**config.mk**
```make
export PLATFORM = sky130hd
export DESIGN_NAME = uart_io_bridge
export DESIGN_NICKNAME = d
export VERILOG_FILES = /design/src/rtl/uart_io_pkg.sv /design/src/rtl/uart_io_fifo.sv /design/src/rtl/uart_io_bridge.sv
export SDC_FILE = /design/constraint.sdc
export NUM_CORES = 1
export LEC_CHECK = 0
export BUFFER_PORTS_ARGS = -buffer_cell sky130_fd_sc_hd__clkbuf_2
export CORE_MARGIN = 5
export CORE_UTILIZATION = 43
export CTS_CLUSTER_DIAMETER = 30
export CTS_CLUSTER_SIZE = 24
export DETAILED_ROUTE_END_ITERATION = 6
export PLACE_DENSITY = 0.69
export SKIP_LAST_GASP = 1
export SLEW_MARGIN = 20
export SYNTH_ARGS = -nofsm -noshare
export SYNTH_HDL_FRONTEND = slang
export SYNTH_SLANG_ARGS = --single-unit
```
**constraint.sdc**
```tcl
create_clock -name i_clk -period 2.7 [get_ports i_clk]
set_clock_uncertainty 0.05 [all_clocks]
set_input_delay 0.54 -clock i_clk [delete_from_list [all_inputs] [get_ports i_clk]]
set_output_delay 0.54 -clock i_clk [all_outputs]
set_load 0.01 [all_outputs]
```
**src/rtl/uart_io_pkg.sv**
```systemverilog
// Shared constants and drain FSM encoding for the CPU-to-monitor UART output bridge.
// The CR_PEND state exists only when UART_IO_CRLF_EN is defined.
package uart_io_pkg;

    localparam int UIO_TXDATA   = 0;
    localparam int UIO_STATUS   = 1;

    localparam int STAT_FULL    = 0;
    localparam int STAT_EMPTY   = 1;
    localparam int STAT_CNT_LSB = 8;
    localparam int STAT_CNT_MSB = 15;

    localparam logic [7:0] CHR_CR = 8'h0d;
    localparam logic [7:0] CHR_LF = 8'h0a;

`ifdef UART_IO_CRLF_EN
    typedef enum logic [1:0] {
        ST_IDLE    = 2'd0,
        ST_SEND    = 2'd1,
        ST_CR_PEND = 2'd2
    } drainState_t;
`else
    typedef enum logic [1:0] {
        ST_IDLE    = 2'd0,
        ST_SEND    = 2'd1
    } drainState_t;
`endif

endpackage

```
**src/rtl/uart_io_fifo.sv**
```systemverilog
// DEPTH x 8 register FIFO with push/pop, full/empty flags, occupancy count and a
// synchronous clear. Pushes while full and pops while empty are ignored.
module uart_io_fifo #(
    parameter int DEPTH = 8
) (
    input  logic                       i_clk,
    input  logic                       i_rst,
    input  logic                       i_clr,
    input  logic                       i_push,
    input  logic                       i_pop,
    input  logic [7:0]                 i_data,
    output logic [7:0]                 o_data,
    output logic                       o_full,
    output logic                       o_empty,
    output logic [$clog2(DEPTH):0]     o_count
);

    localparam int PW = $clog2(DEPTH);
    localparam int CW = PW + 1;

    logic [7:0]    r_mem [DEPTH];
    logic [PW-1:0] r_wrPtr;
    logic [PW-1:0] r_rdPtr;
    logic [CW-1:0] r_count;
    logic          w_pushOk;
    logic          w_popOk;

    assign o_full   = (r_count == CW'(DEPTH));
    assign o_empty  = (r_count == '0);
    assign o_count  = r_count;
    assign o_data   = r_mem[r_rdPtr];
    assign w_pushOk = i_push & ~o_full;
    assign w_popOk  = i_pop & ~o_empty;

    always_ff @(posedge i_clk) begin
        if (w_pushOk && !i_clr) begin
            r_mem[r_wrPtr] <= i_data;
        end
    end

    // Pointers wrap naturally because DEPTH is a power of two.
    always_ff @(posedge i_clk or posedge i_rst) begin
        if (i_rst) begin
            r_wrPtr <= '0;
            r_rdPtr <= '0;
            r_count <= '0;
        end else if (i_clr) begin
            r_wrPtr <= '0;
            r_rdPtr <= '0;
            r_count <= '0;
        end else begin
            if (w_pushOk) begin
                r_wrPtr <= r_wrPtr + 1'b1;
            end
            if (w_popOk) begin
                r_rdPtr <= r_rdPtr + 1'b1;
            end
            case ({w_pushOk, w_popOk})
                2'b10:   r_count <= r_count + 1'b1;
                2'b01:   r_count <= r_count - 1'b1;
                default: r_count <= r_count;
            endcase
        end
    end

endmodule

```
**src/rtl/uart_io_bridge.sv**
```systemverilog
// CPU IO window to monitor UART bridge: TXDATA/STATUS decode, stall on overflow, and a
// drain FSM that feeds one character per handshake. Optional LF->CRLF via UART_IO_CRLF_EN.
module uart_io_bridge
    import uart_io_pkg::*;
#(
    parameter int DEPTH = 8,
    parameter int AW    = 2
) (
    input  logic          i_clk,
    input  logic          i_rst,
    input  logic          i_cpu_start,
    input  logic          i_io_we,
    input  logic          i_io_re,
    input  logic [AW-1:0] i_io_adr,
    input  logic [31:0]   i_io_wdata,
    output logic [31:0]   o_io_rdata,
    output logic          o_io_stall,
    output logic [7:0]    o_uart_io_char,
    output logic          o_uart_io_we,
    input  logic          i_uart_io_full
);

    localparam int CW = $clog2(DEPTH) + 1;

    drainState_t   r_state;
    drainState_t   w_stateNext;
    logic [31:0]   r_rdata;
    logic [7:0]    r_char;
    logic          r_uartWe;
    logic [7:0]    w_charNext;
    logic          w_load;
    logic          w_pop;
    logic          w_push;
    logic          w_txSel;
    logic          w_full;
    logic          w_empty;
    logic [CW-1:0] w_count;
    logic [7:0]    w_head;
    logic [31:0]   w_status;
    logic          w_unusedWdata;

    assign w_txSel       = (i_io_adr == AW'(UIO_TXDATA));
    assign o_io_stall    = i_io_we & w_txSel & w_full;
    assign w_push        = i_io_we & w_txSel & ~i_cpu_start;
    assign w_unusedWdata = ^i_io_wdata[31:8];

    uart_io_fifo #(.DEPTH(DEPTH)) u_fifo (
        .i_clk   (i_clk),
        .i_rst   (i_rst),
        .i_clr   (i_cpu_start),
        .i_push  (w_push),
        .i_pop   (w_pop),
        .i_data  (i_io_wdata[7:0]),
        .o_data  (w_head),
        .o_full  (w_full),
        .o_empty (w_empty),
        .o_count (w_count)
    );

    always_comb begin
        w_status                              = '0;
        w_status[STAT_FULL]                   = w_full;
        w_status[STAT_EMPTY]                  = w_empty;
        w_status[STAT_CNT_MSB:STAT_CNT_LSB]   = 8'(w_count);
    end

    always_ff @(posedge i_clk or posedge i_rst) begin
        if (i_rst) begin
            r_rdata <= '0;
        end else if (i_io_re) begin
            r_rdata <= (i_io_adr == AW'(UIO_STATUS)) ? w_status : '0;
        end
    end

    // Checking r_uartWe guarantees a gap cycle after every push so a registered full is seen.
    always_comb begin
        w_stateNext = r_state;
        w_pop       = 1'b0;
        w_load      = 1'b0;
        w_charNext  = r_char;
        if (i_cpu_start) begin
            w_stateNext = ST_IDLE;
        end else begin
            case (r_state)
                ST_IDLE: begin
                    if (!w_empty && !i_uart_io_full && !r_uartWe) begin
                        w_load = 1'b1;
`ifdef UART_IO_CRLF_EN
                        if (w_head == CHR_LF) begin
                            w_charNext  = CHR_CR;
                            w_stateNext = ST_CR_PEND;
                        end else begin
                            w_pop       = 1'b1;
                            w_charNext  = w_head;
                            w_stateNext = ST_SEND;
                        end
`else
                        w_pop       = 1'b1;
                        w_charNext  = w_head;
                        w_stateNext = ST_SEND;
`endif
                    end
                end
                ST_SEND: begin
                    w_stateNext = ST_IDLE;
                end
`ifdef UART_IO_CRLF_EN
                ST_CR_PEND: begin
                    if (!w_empty && !i_uart_io_full && !r_uartWe) begin
                        w_load      = 1'b1;
                        w_pop       = 1'b1;
                        w_charNext  = w_head;
                        w_stateNext = ST_SEND;
                    end
                end
`endif
                default: begin
                    w_stateNext = ST_IDLE;
                end
            endcase
        end
    end

    always_ff @(posedge i_clk or posedge i_rst) begin
        if (i_rst) begin
            r_state  <= ST_IDLE;
            r_char   <= '0;
            r_uartWe <= 1'b0;
        end else begin
            r_state  <= w_stateNext;
            r_char   <= w_charNext;
            r_uartWe <= w_load;
        end
    end

    assign o_io_rdata     = r_rdata;
    assign o_uart_io_char = r_char;
    assign o_uart_io_we   = r_uartWe;

endmodule

```
---- After elaboration in Yosys (flattened, before gate mapping) ----
Memories as Yosys holds them, arrays and structs flattened. A register that Yosys moved wholly into a read port is not among the register bits.
Cells that the tools add are included.
word-level totals
  bits in registers ....................... 45
  RAM bits ................................ 64
  input bits .............................. 40
  logic and storage cells ................. 53
  memories ................................ 1
memories
  memory        depth  width  rd ports  clocked after memory_dff  write ports  line                RTL
  u_fifo.r_mem  8      8      1         1                         1            uart_io_fifo.sv:21  logic [7:0] r_mem [DEPTH];
cells by class
  add/sub/neg operators ................... 4
  equality and inequality tests ........... 5
  multiplexer cells ....................... 15
  bitwise logic cells ..................... 8
  reductions and logical operators ........ 14
operators with widths
  operator                                                            number
  12-bit two-way mux                                                  1
  3-bit two-way mux                                                   4
  4-bit case mux with 2 select lines                                  1
  3-bit by 1-bit adder with 3-bit output, second input constant       2
  2-bit two-way mux                                                   3
  1-bit AND                                                           5
  1-bit two-way mux                                                   5
  4-bit by 1-bit adder with 4-bit output, second input constant       1
  2-bit by 1-bit == test with 1-bit output, second input constant     2
  4-bit == test, second input constant                                1
  1-bit zero test                                                     4
  2-bit zero test                                                     2
  4-bit zero test                                                     1
  4-bit two-way mux                                                   1
  2-bit nonzero test                                                  2
  4-bit by 1-bit subtractor with 4-bit output, second input constant  1
  1-bit logical AND                                                   3
  3-bit inequality test, second input constant                        1
  1-bit NOT                                                           3
  3-bit AND reduction                                                 1
  3-bit nonzero test                                                  1
  2-bit == test, second input constant                                1

---- Depth between registers and ports, before layout ----
  word-level depth ........................ 11
  mapped depth ............................ 12
  mapped depth without buffers ............ 10

---- Cells and area by module ----
Synthesis repeated with hierarchy kept, for this count alone.
unflattened totals
  cells, all modules ...................... 247
  area total of the unflattened synthesis .. 3,955.0 um^2
by module, submodules not included
  module          times used  cells an instance  area each (um^2)  sequential area each (um^2)
  uart_io_fifo    1           170                3,115.5           2,172.1
  uart_io_bridge  1           77                 839.6             400.4

---- Worst setup path before layout ----
Ideal clock, no wire load.
  path kind ............................... register to register
  start ................................... reg u_fifo.r_count[1] (netlist: u_fifo.o_count[1])
  end ..................................... reg u_fifo.r_count[3] (netlist: u_fifo.o_count[3])
  arrival time ............................ 2.495 ns
  required time ........................... 2.524 ns
  path slack .............................. 0.029 ns
  cell stages (with the launch flop) ...... 12
  path buffers ............................ 2
  clock period less this slack ............ 2.671 ns
  path through ............................ dfrtp_1 buf_6 or4_4 and2_4 buf_6 nand2_1 inv_1 ha_1 o21a_1 a31oi_1 and3_1 a221o_1
on the way
  word-level cells in the longest chain between the ends .. 11
ends and longest elaborated chain
  what                                                                       line                  RTL
  start, declared                                                            uart_io_fifo.sv:24    logic [CW-1:0] r_count;
  start signal, assigned                                                     uart_io_fifo.sv:59    2'b10: r_count <= r_count + 1'b1;
  start signal, assigned                                                     uart_io_fifo.sv:60    2'b01: r_count <= r_count - 1'b1;
  start signal, assigned                                                     uart_io_fifo.sv:61    default: r_count <= r_count;
  4-bit zero test                                                            uart_io_fifo.sv:29    assign o_empty = (r_count == '0);
  1-bit zero test                                                            uart_io_bridge.sv:86  if (!w_empty && !i_uart_io_full && !r_uartWe) begin
  1-bit logical AND (2 in series)                                            uart_io_bridge.sv:86
  1-bit two-way mux                                                          uart_io_bridge.sv:86
  1-bit two-way mux                                                          uart_io_bridge.sv:84  case (r_state)
  1-bit two-way mux                                                          uart_io_bridge.sv:81  if (i_cpu_start) begin
  1-bit AND                                                                  uart_io_fifo.sv:33    assign w_popOk = i_pop & ~o_empty;
  2-bit by 1-bit == test with 1-bit output or 2-bit == test (tied branches)  uart_io_fifo.sv:58    case ({w_pushOk, w_popOk})
  4-bit case mux with 2 select lines                                         uart_io_fifo.sv:58
  4-bit two-way mux                                                          uart_io_fifo.sv:47    end else if (i_clr) begin
Parallel ways exist; a longest one is shown, timed or not.
A chain may end at the register's enable or synchronous reset.

---- Worst setup path after layout ----
  start ................................... reg u_fifo.r_count[0] (netlist: u_fifo.o_count[0])
  end ..................................... reg u_fifo.r_count[3] (netlist: u_fifo.o_count[3])
Same word-level chain as after synthesis.

==> results.json <==
{
  "slowest_stage": "or4_4",
  "drt-pass1-iter-count": 5,
  "cts-buffers-inserted": 9,
  "ys_types": 42,
  "io_buffers": 31,
  "routabilityCongestion": 0.785,
  "drv_cap": 0,
  "cp.buffers_inverters": 1,
  "power_density_mw_per_mm2": 746,
  "peakVddDrop_mv": 0.450,
  "total_power_uw": 3290,
  "crit_fanout": 6,
  "worst_ep_arrival_time_ns": 2.77,
  "p_int_uw": 2310,
  "status": "completed",
  "leakage_uw": 0.00162,
  "ys_seq_area_frac": 0.658,
  "fmax_mhz": 389,
  "die_w_um": 105,
  "die_height_um": 105,
  "seq_power_share": 0.511,
  "start_kind": "flip-flop",
  "synth_area_leaders": "edfxtp_1 (49%), dfrtp_1 (17%), mux4_2 (9.2%), buf_4 (5.0%), mux2i_1 (2.6%)",
  "grt_pass1_vias": 2147,
  "dieArea_mm2": 0.0111,
  "hold_path.class": "input pin to asynchronous set/reset pin",
  "wirelength_um": 7050,
  "end_kind": "flip-flop",
  "num_vias": 2142,
  "ys_ff_latch": 90,
  "critPathKind": "flip-flop to flip-flop",
  "rows": 34,
  "synthCells": 256,
  "clk-insertion-delay-late_ns": 0.36,
  "maxSlewViolCount": 0,
  "drc": 0,
  "hold_viol": 0,
  "viasPerCell": 5.14,
  "clock-root-buffer": "clkbuf_8",
  "period_share": 0.953,
  "period_needed_ns": 2.57,
  "initialDrtViolationCount": 127,
  "p_sw_frac": 0.298,
  "clkPwrFrac": 0.274,
  "n_antenna_cell": 0,
  "synthTopCellsByCount": "edfxtp_1 (64), buf_4 (26), dfrtp_1 (26)",
  "yosys_most_used_dff": "edfxtp_1",
  "setup_tns_ns": 0,
  "async_flop_share": 0.289,
  "grtUsageTotal": 0.133,
  "crit_family": "simple AND/OR/NAND/NOR gates",
  "grt_pass1_wl_um": 11300,
  "avgSynthCellArea_um2": 15.3,
  "cts_tree": "done",
  "grt_max_degree": 27,
  "maxSlewHeadroom": 0.496,
  "fin_util": 0.501,
  "clk_path_buf_depth": 2,
  "avgRoutedWirePerCell_um": 16.9,
  "crit_path_cell_trace": "or4_4 > and2_4 > nand2_1 > inv_2 > ha_4 > o2111ai_1 > a211oi_2 > nor4_1 > a221o_1",
  "rsz0062_at_grt": "false",
  "netlist_area_mm2": 0.00391,
  "num_io_pins": 82,
  "yosysWarnings": 0,
  "setup_viol": 0,
  "pwr-share-comb": 0.215,
  "start_util": 0.444,
  "antenna_left": 0,
  "synth_top_cell_by_area": "edfxtp_1",
  "fin_hold_ws_ns": 0.156,
  "overflow": 0,
  "tightest_slew_ns": 0.756,
  "dp_hpwl_um": 4650,
  "cts_hold_buf": 0,
  "core-area_mm2": 0.00881,
  "area_delta_synth_final_pct": 12.8,
  "clock_sinks": 90,
  "synth_most_common_cell": "edfxtp_1",
  "required_ns": 2.90,
  "clk_pin_slew_worst_paths_ns": 0.10,
  "p_sw_uw": 980,
  "drive_above_1_share": 0.307,
  "h-tree-depth": 3,
  "synth-edff-count": 64,
  "nNetsFinal": 348,
  "crit_path_max_incr_delay_ns": 0.56,
  "synth_top_area_share": 0.492,
  "grt_antenna_before_repair": 0
}
sequential cells by signal, indices dropped and copies added, names as in the netlist:
| signal | cells |
|---|---|
| r_state | 1 |
| u_fifo.r_mem | 64 |
| o_uart_io_we | 1 |
| o_io_rdata | 6 |
| u_fifo.r_wrPtr | 3 |
| u_fifo.r_rdPtr | 3 |
| u_fifo.o_count | 4 |
| o_uart_io_char | 8 |
layer usage:
metal | global-route usage | wire length, um | share of wire | up-vias
met3 | 0.0477 | 463 | 0.066 | 4
li1 | - | - | - | 1002
met4 | 0.0328 | 28 | 0.0040 | 0
met2 | 0.218 | 3470 | 0.49 | 77
met5 | 0 | 0 | 0 | -
met1 | 0.170 | 3100 | 0.44 | 1059
worst paths after layout:
path                                                from  cells after the start                             to  slack [ns]
setup / recovery           u_fifo.o_count[0]$_DFFE_PP0P_                      9  u_fifo.o_count[3]$_DFFE_PP0P_        0.13
hold / removal                                     i_rst                      3      o_io_rdata[9]$_DFFE_PP0P_        0.16
setup reg to reg           u_fifo.o_count[0]$_DFFE_PP0P_                      9  u_fifo.o_count[3]$_DFFE_PP0P_        0.13
hold reg to reg               o_io_rdata[11]$_DFFE_PP0P_                      2     o_io_rdata[11]$_DFFE_PP0P_        0.48
max in group asynchronous                          i_rst                      3  u_fifo.o_count[0]$_DFFE_PP0P_        2.14
min in group i_clk                         i_io_wdata[3]                      1   u_fifo.r_mem[3][3]$_DFFE_PP_        0.40
area by class of cell:
class,instances,area (um2)
fill,757,4400
sequential,90,2570
multi-input combinational,144,1150
timing repair buffer,50,310
clock buffer,9,124
clock inverter,7,76.3
inverter,9,33.8
tap,108,135
worst register-to-register path, cell delays in order, from the launching register on:
cell and delay, ns:
dfrtp_2 0.45, or4_4 0.56, and2_4 0.18, nand2_1 0.12
inv_2 0.08, ha_4 0.29, o2111ai_1 0.13, a211oi_2 0.29
nor4_1 0.08, a221o_1 0.26
through the flow:
| step | instance area [um2] | std cells | setup slack [ns] |
|---|---|---|---|
| after detailed placement | 4180 | 399 | 0.0506 |
| after global routing | 4410 | 417 | 0.0190 |
| after global placement | 4180 | 399 | 0.0742 |
| after floorplan | 4000 | 281 | 0.0290 |
| final | 4410 | 417 | 0.127 |
| after CTS | 4380 | 415 | 0.0356 |
power groups by stage:
stage	combinational, uW	clock (uW)	sequential [uW]
floorplan	493	0	1720
global placement	684	0	1700
detailed placement	701	0	1710
CTS	704	928	1680
global route	793	993	1700
finish	708	901	1680
kinds of logic (layout without fill, tap and decap cells):
group,count (synthesis),after routing,share of synthesized area
DFF,90,90,0.658
adders and majority gates,4,4,0.0128
xor gates and xnor gates,7,7,0.0176
AOI/OAI and AO/OA,27,27,0.0445
other,1,26,0.000960
and+or+nand+nor,54,54,0.0730
muxes,26,26,0.118
buffers and inverters,47,75,0.0749
repair_timing:
action / in CTS / in global routing
setup endpoints to repair: 0 / 1
resized for setup: 0 / 3
setup buffers: 0 / 2
hold endpoints to repair: 0 / 0
placed cells by master, fill, tap and decap left out, types with 2 or more instances in the layout:
| cell | count |
|---|---|
| a21oi_1 | 9 |
| a22oi_1 | 2 |
| a31oi_1 | 2 |
| buf_4 | 18 |
| clkbuf_2 | 31 |
| clkbuf_8 | 9 |
| conb_1 | 26 |
| dfrtp_1 | 25 |
| edfxtp_1 | 64 |
| ha_1 | 3 |
| inv_1 | 8 |
| inv_6 | 2 |
| inv_8 | 3 |
| mux2i_1 | 10 |
| mux4_2 | 16 |
| nand2_1 | 14 |
| nand3b_1 | 2 |
| nor2_1 | 20 |
| nor3_1 | 3 |
| nor4_1 | 2 |
| o21ai_1 | 2 |
| o22ai_1 | 7 |
| or3b_2 | 2 |
| xnor2_1 | 4 |
| xor2_1 | 2 |
Power figures use the tool's default switching activity.
